`config.mk`:
```
export PLATFORM = sky130hd
export DESIGN_NAME = tone_gen
export DESIGN_NICKNAME = d
export VERILOG_FILES = /design/src/rtl/tone_pkg.sv /design/src/rtl/tone_divider.sv /design/src/rtl/tone_gen.sv
export SDC_FILE = /design/constraint.sdc
export NUM_CORES = 1
export LEC_CHECK = 0
export CAP_MARGIN = 20
export CORE_MARGIN = 4
export CORE_UTILIZATION = 25
export CTS_CLUSTER_DIAMETER = 200
export CTS_CLUSTER_SIZE = 16
export DETAILED_ROUTE_END_ITERATION = 12
export SYNTH_ARGS = -nofsm -noshare
export SYNTH_HDL_FRONTEND = slang
export SYNTH_SLANG_ARGS = --single-unit
```
`constraint.sdc`:
```
create_clock -name i_clk -period 5.45 [get_ports i_clk]
set_input_delay 1.09 -clock i_clk [delete_from_list [all_inputs] [get_ports i_clk]]
set_output_delay 1.09 -clock i_clk [all_outputs]
set_load 0.02 [all_outputs]
```
`src/rtl/tone_pkg.sv`:
```
// Shared types, note table and helpers for the tone generator.
// Note table entries are half-periods in clock cycles at 100 MHz.
package tone_pkg;

   typedef enum logic [1:0] {
      IDLE    = 2'd0,
      PLAY    = 2'd1,
      RELEASE = 2'd2
   } tone_state_t;

   localparam int unsigned NUM_NOTES = 8;

   // C4 D4 E4 F4 G4 A4 B4 C5
   localparam logic [17:0] NOTE_HALF [0:NUM_NOTES-1] = '{
      18'd191110, 18'd170266, 18'd151685, 18'd143172,
      18'd127551, 18'd113636, 18'd101239, 18'd95557
   };

   function automatic logic note_valid(input logic [3:0] key);
      return key < 4'(NUM_NOTES);
   endfunction

endpackage

```
`src/rtl/tone_divider.sv`:
```
// Half-period counter plus speaker toggle flop.
// A clear forces the counter and the output low; otherwise the flop toggles
// every i_half cycles while enabled, giving a 50% duty square wave.
module tone_divider #(
   parameter int unsigned CNT_W = 18
) (
   input  logic             i_clk,
   input  logic             i_rst_n,
   input  logic             i_en,
   input  logic             i_clr,
   input  logic [CNT_W-1:0] i_half,
   output logic             o_speaker
);

   logic [CNT_W-1:0] r_cnt;
   logic             r_speaker;
   logic             w_wrap;

   assign w_wrap    = (r_cnt == i_half - CNT_W'(1));
   assign o_speaker = r_speaker;

   // Counter and toggle flop; clear has priority over counting.
   always_ff @(posedge i_clk or negedge i_rst_n) begin
      if (!i_rst_n) begin
         r_cnt     <= '0;
         r_speaker <= 1'b0;
      end else if (i_clr) begin
         r_cnt     <= '0;
         r_speaker <= 1'b0;
      end else if (i_en) begin
         if (w_wrap) begin
            r_cnt     <= '0;
            r_speaker <= ~r_speaker;
         end else begin
            r_cnt <= r_cnt + CNT_W'(1);
         end
      end
   end

endmodule

```
`src/rtl/tone_gen.sv`:
```
// Square-wave tone generator driven by a key_on/key note stream.
// Optional release tail enabled by defining TONE_RELEASE_EN.
// DIV_SHIFT right-shifts every table half-period (0 keeps true pitches).
module tone_gen
   import tone_pkg::*;
#(
   parameter int unsigned CNT_W          = 18,
   parameter int unsigned RELEASE_CYCLES = 5_000_000,
   parameter int unsigned DIV_SHIFT      = 0
) (
   input  logic       i_clk,
   input  logic       i_rst_n,
   input  logic       i_key_on,
   input  logic [3:0] i_key,
   output logic       o_speaker,
   output logic       o_playing,
   output logic [3:0] o_note
);

   tone_state_t      r_state;
   tone_state_t      w_state_d;
   logic             r_key_on_d;
   logic             r_armed;
   logic [3:0]       r_note;
   logic [CNT_W-1:0] r_half;
   logic             w_rise;
   logic             w_fall;
   logic             w_valid;
   logic             w_div_en;
   logic             w_div_clr;

   // r_armed stays low until key_on is seen low after reset, so a gate held
   // high through reset never counts as a rising edge.
   assign w_rise   = i_key_on & ~r_key_on_d & r_armed;
   assign w_fall   = ~i_key_on & r_key_on_d;
   assign w_valid  = note_valid(i_key);
   assign w_div_en = (r_state != IDLE);

   assign o_playing = (r_state != IDLE);
   assign o_note    = r_note;

`ifdef TONE_RELEASE_EN
   localparam int unsigned REL_W = (RELEASE_CYCLES > 1) ? $clog2(RELEASE_CYCLES) : 1;

   logic [REL_W-1:0] r_rel_cnt;
   logic             w_rel_done;

   assign w_rel_done = (r_rel_cnt == REL_W'(RELEASE_CYCLES - 1));

   // Release counter runs only while in RELEASE; any exit restarts it at zero.
   always_ff @(posedge i_clk or negedge i_rst_n) begin
      if (!i_rst_n) begin
         r_rel_cnt <= '0;
      end else if (r_state == RELEASE && !w_rel_done && !(w_rise && w_valid)) begin
         r_rel_cnt <= r_rel_cnt + REL_W'(1);
      end else begin
         r_rel_cnt <= '0;
      end
   end
`else
   logic w_unused_rel;
   assign w_unused_rel = (RELEASE_CYCLES == 0);
`endif

   // State register.
   always_ff @(posedge i_clk or negedge i_rst_n) begin
      if (!i_rst_n) begin
         r_state <= IDLE;
      end else begin
         r_state <= w_state_d;
      end
   end

   // Next state and divider clear; a valid rise always retriggers.
   always_comb begin
      w_state_d = r_state;
      w_div_clr = 1'b0;
      unique case (r_state)
         IDLE: begin
            if (w_rise && w_valid) begin
               w_state_d = PLAY;
               w_div_clr = 1'b1;
            end
         end
         PLAY: begin
            if (w_rise && w_valid) begin
               w_div_clr = 1'b1;
            end else if (w_fall) begin
`ifdef TONE_RELEASE_EN
               w_state_d = RELEASE;
`else
               w_state_d = IDLE;
               w_div_clr = 1'b1;
`endif
            end
         end
`ifdef TONE_RELEASE_EN
         RELEASE: begin
            if (w_rise && w_valid) begin
               w_state_d = PLAY;
               w_div_clr = 1'b1;
            end else if (w_rel_done) begin
               w_state_d = IDLE;
               w_div_clr = 1'b1;
            end
         end
`endif
         default: begin
            w_state_d = IDLE;
            w_div_clr = 1'b1;
         end
      endcase
   end

   // Gate edge detect plus note and half-period latches.
   always_ff @(posedge i_clk or negedge i_rst_n) begin
      if (!i_rst_n) begin
         r_key_on_d <= 1'b0;
         r_armed    <= 1'b0;
         r_note     <= 4'd0;
         r_half     <= '0;
      end else begin
         r_key_on_d <= i_key_on;
         r_armed    <= r_armed | ~i_key_on;
         if (w_rise) begin
            r_note <= i_key;
         end
         if (w_rise && w_valid) begin
            r_half <= CNT_W'(NOTE_HALF[i_key[2:0]] >> DIV_SHIFT);
         end
      end
   end

   tone_divider #(
      .CNT_W (CNT_W)
   ) u_divider (
      .i_clk     (i_clk),
      .i_rst_n   (i_rst_n),
      .i_en      (w_div_en),
      .i_clr     (w_div_clr),
      .i_half    (r_half),
      .o_speaker (o_speaker)
   );

endmodule

```
==> results.sh <==
export IMPL_status="completed"
export IMPL_cap_violations=0
export IMPL_coreArea_sq_um=11400
export IMPL_layout_area_seq_sq_um=1100
export IMPL_cts_repair_resized=0
export IMPL_h_tree_depth=2
export IMPL_min_path_type="reg2reg"
export IMPL_finalSetupViolations=0
export IMPL_ant_nets=0
export IMPL_start_util=0.256
export IMPL_routedWlPerCell_um=13.6
export IMPL_dieArea_sq_um=13500
export IMPL_yosysSeqAreaShare=0.376
export IMPL_synth_edf_count=0
export IMPL_syn2layout_area_growth_pct=14.1
export IMPL_maxSlewHeadroom=0.381
export IMPL_cts_buffers=5
export IMPL_post_route_period_util=0.697
export IMPL_placed_cell_area_sq_um=3140
export IMPL_min_period_ns=3.80
export IMPL_fin_skew_ns=0.00611
export IMPL_min_from="r_armed"
export IMPL_r2r_cells=9
export IMPL_vdd_drop_max_mv=0.204
export IMPL_p_leak_nw=1.40
export IMPL_first_global_vias=2238
export IMPL_syn_area_sq_um=2930
export IMPL_grt_ovfl_total=0
export IMPL_criticalPathCategory="in2reg"
export IMPL_die_height_um=116
export IMPL_ys_types=55
export IMPL_layout_common_cells="dfrtp_1, nand2_1, nor2_1"
export IMPL_layout_commonest_cell="dfrtp_1"
export IMPL_wirelength_met1_um=3380
export IMPL_antenna_found_initial=0
export IMPL_wl_met3_um=139
export IMPL_fillers=1223
export IMPL_power_per_cell_area_nw_per_um2=315
export IMPL_highest_layer="met4"
export IMPL_viasPerCell=4.82
export IMPL_cts_hold_buf=0
export IMPL_gr_usage_all_layers=0.0999
export IMPL_nets=348
export IMPL_rrSetupSlack_ns=2.27
export IMPL_syn_nets=341
export IMPL_synthArstFlopShare=1.00
export IMPL_io_buffers=12
export IMPL_cts_root_buf="clkbuf_16"
export IMPL_ys_warn_count=0
export IMPL_cts_setup_buffers=0
export IMPL_rr_startpoint="r_half[0]"
export IMPL_ys_seq_elements=44
export IMPL_diodes=0
export IMPL_multiInputGateArea_sq_um=1680
export IMPL_cp_required_ns=5.57
export IMPL_clkSinkCount=44
export IMPL_path_max_fanout=14
export IMPL_rows=39
export IMPL_crit_end="u_divider.r_cnt[17]"
export IMPL_ys_flop_type="dfrtp_1"
export IMPL_drc=0
export IMPL_met2_length_um=2920
export IMPL_die_w_um=116
export IMPL_dr_pass1_iters=4
export IMPL_final_max_slew_viol_count=0
export IMPL_finalHoldViolCount=0
export IMPL_holdWs_ns=0.464
export IMPL_layout_drive_gt1_share=0.103
export IMPL_path_clk_slew_ns=0.06
export IMPL_gp_congestion=0.894
export IMPL_worst_pin_slew_ns=0.921
export IMPL_fin_setup_tns_ns=0
export IMPL_rsz0062_at_grt="false"
export IMPL_num_vias=2283
export IMPL_totalWireLength_um=6450
export IMPL_stdcell_area_sq_um=3340
export IMPL_ios=13
export IMPL_cts_buffer_depth=2
export IMPL_avgSynthCellArea_sq_um=9.06
export IMPL_grt_pass1_wl_um=11200
export IMPL_cts_tree="yes"
export IMPL_crit_path_start="i_key_on"
export IMPL_clkLatencyLatePin_ns=0.28
export IMPL_endpoint_kind="flop"
export IMPL_drtIter0Drc=163
export IMPL_grt_max_degree=45
export IMPL_dp_hpwl_um=4820
export IMPL_crit_path_start_kind="primary input"
export IMPL_syn_instance_count=323
export IMPL_worst_ep_arrival_time_ns=3.92
export IMPL_maxClockFrequency_ghz=0.263
export IMPL_timing_rr_end="u_divider.r_cnt[14]"
## critical path: stages
cell and delay [ns]:
clkdlybuf4s50_1 0.53, nand3b_1 0.23, nor2_1 0.15, buf_4 0.19, clkinv_1 0.10, ha_1 0.36, inv_1 0.17, and4_1 0.23
and3_1 0.26, and3_1 0.22, nand3_1 0.10, xnor2_1 0.14, nor3b_1 0.14
## power by group
group / internal (mW) / switching (mW) / total [mW]
clock: 0.229 / 0.120 / 0.349
sequential: 0.368 / 0.0713 / 0.440
combinational: 0.117 / 0.146 / 0.263
total: 0.715 / 0.337 / 1.05
## metrics by stage
stage	setup slack (ns)	utilization	power [mW]	std cells
after CTS	1.67	0.291	1.06	473
final	1.65	0.293	1.05	474
after detailed placement	1.39	0.275	0.706	465
after global placement	1.46	0.275	0.698	465
after floorplan	1.99	-	0.631	323
after global routing	1.34	0.293	1.12	474
## state kept, by name, summed over array words and instances, names as in the netlist
signal,cells
r_armed,1
o_note,4
u_divider.r_cnt,18
r_half,18
r_key_on_d,1
u_divider.o_speaker,1
r_state,1
## Yosys cell counts, types with 4 or more instances
| master | count | area share |
|---|---|---|
| a21oi_1 | 14 | 0.024 |
| dfrtp_1 | 44 | 0.38 |
| ha_1 | 11 | 0.047 |
| and3_1 | 7 | 0.015 |
| clkbuf_1 | 9 | 0.012 |
| nor4_1 | 9 | 0.019 |
| nor3_2 | 11 | 0.038 |
| o31ai_1 | 5 | 0.013 |
| nor2_1 | 23 | 0.029 |
| inv_1 | 12 | 0.015 |
| xor2_1 | 16 | 0.048 |
| xnor2_1 | 19 | 0.057 |
| nor2b_1 | 4 | 0.0085 |
| buf_6 | 4 | 0.015 |
| nand4_1 | 11 | 0.024 |
| nand2_1 | 34 | 0.044 |
| o21ai_0 | 18 | 0.031 |
| nand2b_1 | 5 | 0.011 |
| nand3_1 | 8 | 0.014 |
| nor3_1 | 8 | 0.014 |
## worst min-delay path by stage
stage / to / cells after the start
finish: r_armed / 1
global route: r_armed / 1
CTS: r_armed / 1
detailed placement: r_armed / 1
global placement: r_armed / 1
floorplan: r_armed / 1
## logic make-up after synthesis
| group | Yosys count | synth area share |
|---|---|---|
| buffers and inverters | 29 | 0.0513 |
| adder cells (fa/ha/maj) | 11 | 0.0470 |
| multiplexers | 2 | 0.00726 |
| AO/OA/AOI/OAI | 57 | 0.124 |
| flip-flops | 44 | 0.376 |
| AND/OR/NAND/NOR | 145 | 0.290 |
| XOR/XNOR | 35 | 0.105 |
## per-layer routing
metal | track usage | up-vias
li1 | - | 1169
met1 | 0.143 | 1096
met2 | 0.164 | 16
met3 | 0.0197 | 2
met4 | 0.00696 | 0
met5 | 0 | -
## layout make-up
type,instances,area share
Multi-Input combinational cell,250,0.502
Sequential cell,44,0.330
Tap cell,143,0.0536
Timing Repair Buffer,16,0.0472
Clock buffer,6,0.0416
Inverter,13,0.0146
Clock inverter,2,0.0116
Power figures use the tool's default switching activity.
